<file path="src/rtl/tick_period_meter.sv">
// Tick period meter: measures tick-to-tick distance, classifies it
// against two nominal periods and locks onto a stable class.
module tick_period_meter #(
  parameter int PER_A  = 101,
  parameter int PER_B  = 26,
  parameter int TOL    = 2,
  parameter int LOCK_N = 2
) (
  input  logic       clkin,
  input  logic       reset,
  input  logic       tick_in,
  input  logic       clr,
  output logic [7:0] period,
  output logic       period_valid,
  output logic       timeout,
  output logic       locked,
  output logic       mode,
  output logic [7:0] edge_count
);

  typedef enum logic [1:0] {
    WAIT_FIRST = 2'd0,
    MEASURE    = 2'd1,
    LOCKED     = 2'd2
  } state_e;

  typedef enum logic [1:0] {
    CLS_NONE = 2'd0,
    CLS_A    = 2'd1,
    CLS_B    = 2'd2
  } cls_e;

  localparam int A_LO = PER_A - TOL;
  localparam int A_HI = PER_A + TOL;
  localparam int B_LO = PER_B - TOL;
  localparam int B_HI = PER_B + TOL;
  localparam logic [7:0] LOCK_W = 8'(LOCK_N);

  state_e     state_q, state_d;
  cls_e       cls_q, cls_d, cls;
  logic [7:0] cnt_q, cnt_d;
  logic [7:0] period_q, period_d;
  logic [7:0] ec_q, ec_d;
  logic [7:0] match_q, match_d, match_nx;
  logic       pv_q, pv_d;
  logic       to_q, to_d;
  logic       locked_q, locked_d;
  logic       mode_q, mode_d;
  logic       tick_q;
  logic       rise;
  logic       mode_hit;
  logic [7:0] p_new;
  int         p_int;

  assign rise  = tick_in & ~tick_q;
  assign p_new = cnt_q + 8'd1;
  assign p_int = int'({24'd0, p_new});

  always_comb begin
    cls = CLS_NONE;
    unique case (1'b1)
      (p_int >= A_LO && p_int <= A_HI): cls = CLS_A;
      (p_int >= B_LO && p_int <= B_HI): cls = CLS_B;
      default:                          cls = CLS_NONE;
    endcase
  end

  // Run length of identical, classified periods
  always_comb begin
    match_nx = 8'd1;
    if (cls == CLS_NONE) begin
      match_nx = 8'd0;
    end else if (match_q != 8'd0 && cls == cls_q) begin
      match_nx = (match_q == 8'hFF) ? match_q : match_q + 8'd1;
    end
  end

  assign mode_hit = mode_q ? (cls == CLS_A) : (cls == CLS_B);

  always_comb begin
    state_d  = state_q;
    cls_d    = cls_q;
    cnt_d    = cnt_q;
    period_d = period_q;
    ec_d     = ec_q;
    match_d  = match_q;
    locked_d = locked_q;
    mode_d   = mode_q;
    pv_d     = 1'b0;
    to_d     = 1'b0;
    if (rise) ec_d = ec_q + 8'd1;
    if (clr) begin
      state_d  = WAIT_FIRST;
      cnt_d    = 8'd0;
      match_d  = 8'd0;
      cls_d    = CLS_NONE;
      locked_d = 1'b0;
      mode_d   = 1'b0;
    end else begin
      unique case (state_q)
        WAIT_FIRST: begin
          if (rise) begin
            cnt_d   = 8'd0;
            state_d = MEASURE;
          end
        end
        MEASURE, LOCKED: begin
          if (rise && cnt_q == 8'hFF) begin
            to_d     = 1'b1;
            cnt_d    = 8'd0;
            match_d  = 8'd0;
            locked_d = 1'b0;
            state_d  = MEASURE;
          end else if (rise) begin
            period_d = p_new;
            pv_d     = 1'b1;
            cnt_d    = 8'd0;
            match_d  = match_nx;
            cls_d    = cls;
            if (state_q == MEASURE) begin
              if (match_nx >= LOCK_W && cls != CLS_NONE) begin
                state_d  = LOCKED;
                locked_d = 1'b1;
                mode_d   = (cls == CLS_A);
              end
            end else if (!mode_hit) begin
              state_d  = MEASURE;
              locked_d = 1'b0;
            end
          end else if (cnt_q == 8'hFF) begin
            to_d     = 1'b1;
            match_d  = 8'd0;
            locked_d = 1'b0;
            state_d  = WAIT_FIRST;
          end else begin
            cnt_d = cnt_q + 8'd1;
          end
        end
        default: state_d = WAIT_FIRST;
      endcase
    end
  end

  always_ff @(posedge clkin) begin
    if (!reset) begin
      state_q  <= WAIT_FIRST;
      cls_q    <= CLS_NONE;
      cnt_q    <= 8'd0;
      period_q <= 8'd0;
      ec_q     <= 8'd0;
      match_q  <= 8'd0;
      pv_q     <= 1'b0;
      to_q     <= 1'b0;
      locked_q <= 1'b0;
      mode_q   <= 1'b0;
      tick_q   <= 1'b1;
    end else begin
      state_q  <= state_d;
      cls_q    <= cls_d;
      cnt_q    <= cnt_d;
      period_q <= period_d;
      ec_q     <= ec_d;
      match_q  <= match_d;
      pv_q     <= pv_d;
      to_q     <= to_d;
      locked_q <= locked_d;
      mode_q   <= mode_d;
      tick_q   <= tick_in;
    end
  end

  assign period       = period_q;
  assign period_valid = pv_q;
  assign timeout      = to_q;
  assign locked       = locked_q;
  assign mode         = mode_q;
  assign edge_count   = ec_q;

endmodule

</file>
<file path="config.mk">
export PLATFORM = sky130hd
export DESIGN_NAME = tick_period_meter
export DESIGN_NICKNAME = d
export VERILOG_FILES = /design/src/rtl/tick_period_meter.sv
export SDC_FILE = /design/constraint.sdc
export NUM_CORES = 1
export LEC_CHECK = 0
export CAP_MARGIN = 10
export CORE_ASPECT_RATIO = 0.75
export CORE_MARGIN = 8
export CORE_UTILIZATION = 41
export DETAILED_ROUTE_END_ITERATION = 8
export PLACE_DENSITY = 0.69
export SYNTH_ARGS = -nofsm -noshare
export SYNTH_HDL_FRONTEND = slang
export SYNTH_SLANG_ARGS = --single-unit
</file>
<file path="constraint.sdc">
create_clock -name clkin -period 6.3 [get_ports clkin]
set_input_delay 1.26 -clock clkin [delete_from_list [all_inputs] [get_ports clkin]]
set_output_delay 1.26 -clock clkin [all_outputs]
set_load 0.01 [all_outputs]
</file>
==> reports/results.ini <==
[yosys]
ys_seq_area_share_pct=33.8
synth_edf_count=0
yosysWarnings=0
ys_ff_latch=41
synth_cells=297
synth-async-reset-ratio_pct=0
syn_nets=309
synthFlopType=dfxtp_1
synth_top_area_share_pct=33.8
synth_area_mm2=0.00243
yosys.area.top_type=dfxtp_1
synthDistinctLibCells=55
synth_area_leaders=dfxtp_1 (34%), a21oi_1 (5.4%), ha_1 (4.1%)
avgSynthCellArea_um2=8.18

[layout]
drive_gt1_share_pct=6.77
synthToLayoutAreaGrowth_pct=13.3
multi_input_area_mm2=0.00149
final_cell_mix=dfxtp_1 (41), nand2_1 (26), a21oi_1 (26)
seqCellArea_um2=821
final_common_cell=dfxtp_1
fillers=586
fin_nets=321
fin_util_pct=47.8
antenna_cells=0

[setup_path]
crit_arrival_ns=3.85
critical_path.max_fanout=14
cp_slowest_cell=nor3_2
end_kind=flop
path_buf_inv=1
slowest_delay_ns=0.67
worstSetupPathType=in2reg
cp-start-kind=input pin
crit_chain=clkdlybuf4s50_1 > nor2b_1 > nand3_1 > nor3_2 > o21ai_0 > a311oi_1
required_ns=6.48
crit_family=simple AND/OR/NAND/NOR gates

[power]
ir_drop_mv=0.0841
leakage_nw=0.954
power_density_mw_per_mm2=165

[global_routing]
grt_pass1_vias=1997
grt_max_degree=22
antenna_found_initial=0
gr-total-overflow=0
grt_pass1_wl_um=9650
grt_usage_pct=13.4

[clock_tree]
clk_path_buf_depth=2
cts.sinks=41
cts.htree.levels=2
post-cts-setup-buffers=0
numCtsBuffers=5
cts_hold_buf=0
path_clk_slew_ns=0.08
cts_tree=yes
root_buffer=clkbuf_8
clk_latency_ns=0.29
post_cts_resized=0

[die]
design.die.area_mm2=0.00867
die-width_um=105
start_util_pct=42.1
io-pin-count=24
core_mm2=0.00577
num_rows=24
fp.dieH_um=82.7

[sta]
timing.final.max_slew_violations=0
grt_setup_unrepaired=false
post-route-period-util_pct=58.2
setup_ws_ns=2.63
fin_skew_ns=0.00573
fin_crit_ns=3.67
final.setup.tns_ns=0
finalHoldViolations=0
tightest_slew_ns=1.01
setup_viol=0
fmax_mhz=273
relSlewSlack_pct=32.4

[routing]
wl_um=5470
drc=0
wl_per_cell_um=14.1
num_vias=2152
drt_first_pass_iters=4
ant_nets=0
vias_per_cell=5.55
drt_iter0_markers=182

[placed_design]
post-dp-hpwl_um=4050
gp_congestion=0.896
port-buffer-count=23
post-place-ws_ns=2.30

[run_status]
outcome=completed

[min_path]
hp-class=reg2reg

[flow_run]
maxCapViolations=0

-- flip-flops by register name (all words and copies together), names as in the netlist --
name / flops
cls_q: 2
cnt_q: 8
edge_count: 8
locked: 1
match_q: 8
mode: 1
period: 8
period_valid: 1
state_q: 2
tick_q: 1
timeout: 1
-- final timing paths --
| kind | start | end | slack (ns) | cells after the start |
|---|---|---|---|---|
| max | tick_in | match_q[3]$_SDFFE_PP0P_ | 2.63 | 6 |
| min | period[7]$_SDFFE_PN0P_ | period[7]$_SDFFE_PN0P_ | 0.50 | 1 |
| max reg2reg | cnt_q[0]$_SDFFE_PP0P_ | match_q[3]$_SDFFE_PP0P_ | 3.04 | 9 |
| min reg2reg | period[7]$_SDFFE_PN0P_ | period[7]$_SDFFE_PN0P_ | 0.50 | 1 |
-- layer usage --
layer | wire [um] | vias to the layer above | global-route usage (%) | share of wire [%]
met1 | 2800 | 1000 | 18.7 | 51
met4 | 30 | 0 | 3.40 | 0.55
met2 | 2300 | 52 | 20.6 | 42
li1 | - | 1098 | - | -
met3 | 330 | 2 | 2.71 | 6.0
met5 | 0 | - | 0 | 0
-- synthesized netlist by cell type, types with 3 or more instances --
library cell / n
a311oi_1: 4
buf_2: 3
a21oi_1: 26
ha_1: 8
buf_4: 3
xnor2_1: 11
a31oi_1: 5
or3_1: 8
nand3_1: 13
a21boi_0: 4
and2_1: 6
and3_1: 7
inv_1: 9
o31ai_1: 3
nor2b_1: 3
dfxtp_1: 41
nand4_1: 6
mux2i_1: 3
nor2_1: 25
nand2b_1: 5
nor3_1: 10
o21ai_1: 3
o211a_1: 6
nand2_1: 26
o21ai_0: 11
nand3b_1: 4
clkbuf_1: 11
-- where the power goes --
part | total [W] | switching (W) | internal, W | leakage [nW]
registers | 0.000262 | 0.00000149 | 0.000260 | 0.331
logic | 0.0000251 | 0.0000159 | 0.00000924 | 0.579
clock network | 0.000167 | 0.0000909 | 0.0000765 | 0.0439
-- final cells by class --
class | count | area share (%)
tap | 78 | 3.54
sequential | 41 | 29.8
clock inverter | 3 | 0.636
multi-input combinational | 229 | 53.9
inverter | 9 | 1.23
timing repair buffer | 23 | 8.36
clock buffer | 5 | 2.50
-- worst register-to-register path: stages, from the launching register on --
cell and delay (ns):
dfxtp_1 0.50, ha_1 0.43, nand2_1 0.18, o21ai_2 0.16
nand4_1 0.18, nor4_1 0.38, o2bb2ai_1 0.15, nor3_2 0.64
o21ai_0 0.21, a311oi_1 0.33
-- kinds of logic after synthesis --
group                      share of synthesized area (%)
buffers and inverters                               5.10
adders and majority gates                           4.12
xor gates and xnor gates                            4.63
muxes                                               1.70
and+or+nand+nor                                     27.1
AOI/OAI and AO/OA                                   23.6
DFF                                                 33.8
-- through the flow --
step	hold slack [ns]	cell area, um2	total power (W)	cells
final	0.502	2750	0.000455	388
after global routing	0.522	2750	0.000478	388
after CTS	0.507	2750	0.000463	388
after detailed placement	0.487	2670	0.000293	380
after global placement	0.469	2670	0.000293	380
after floorplan	0.451	2430	0.000285	297
Note: power is estimated with default switching activity, not from simulation.
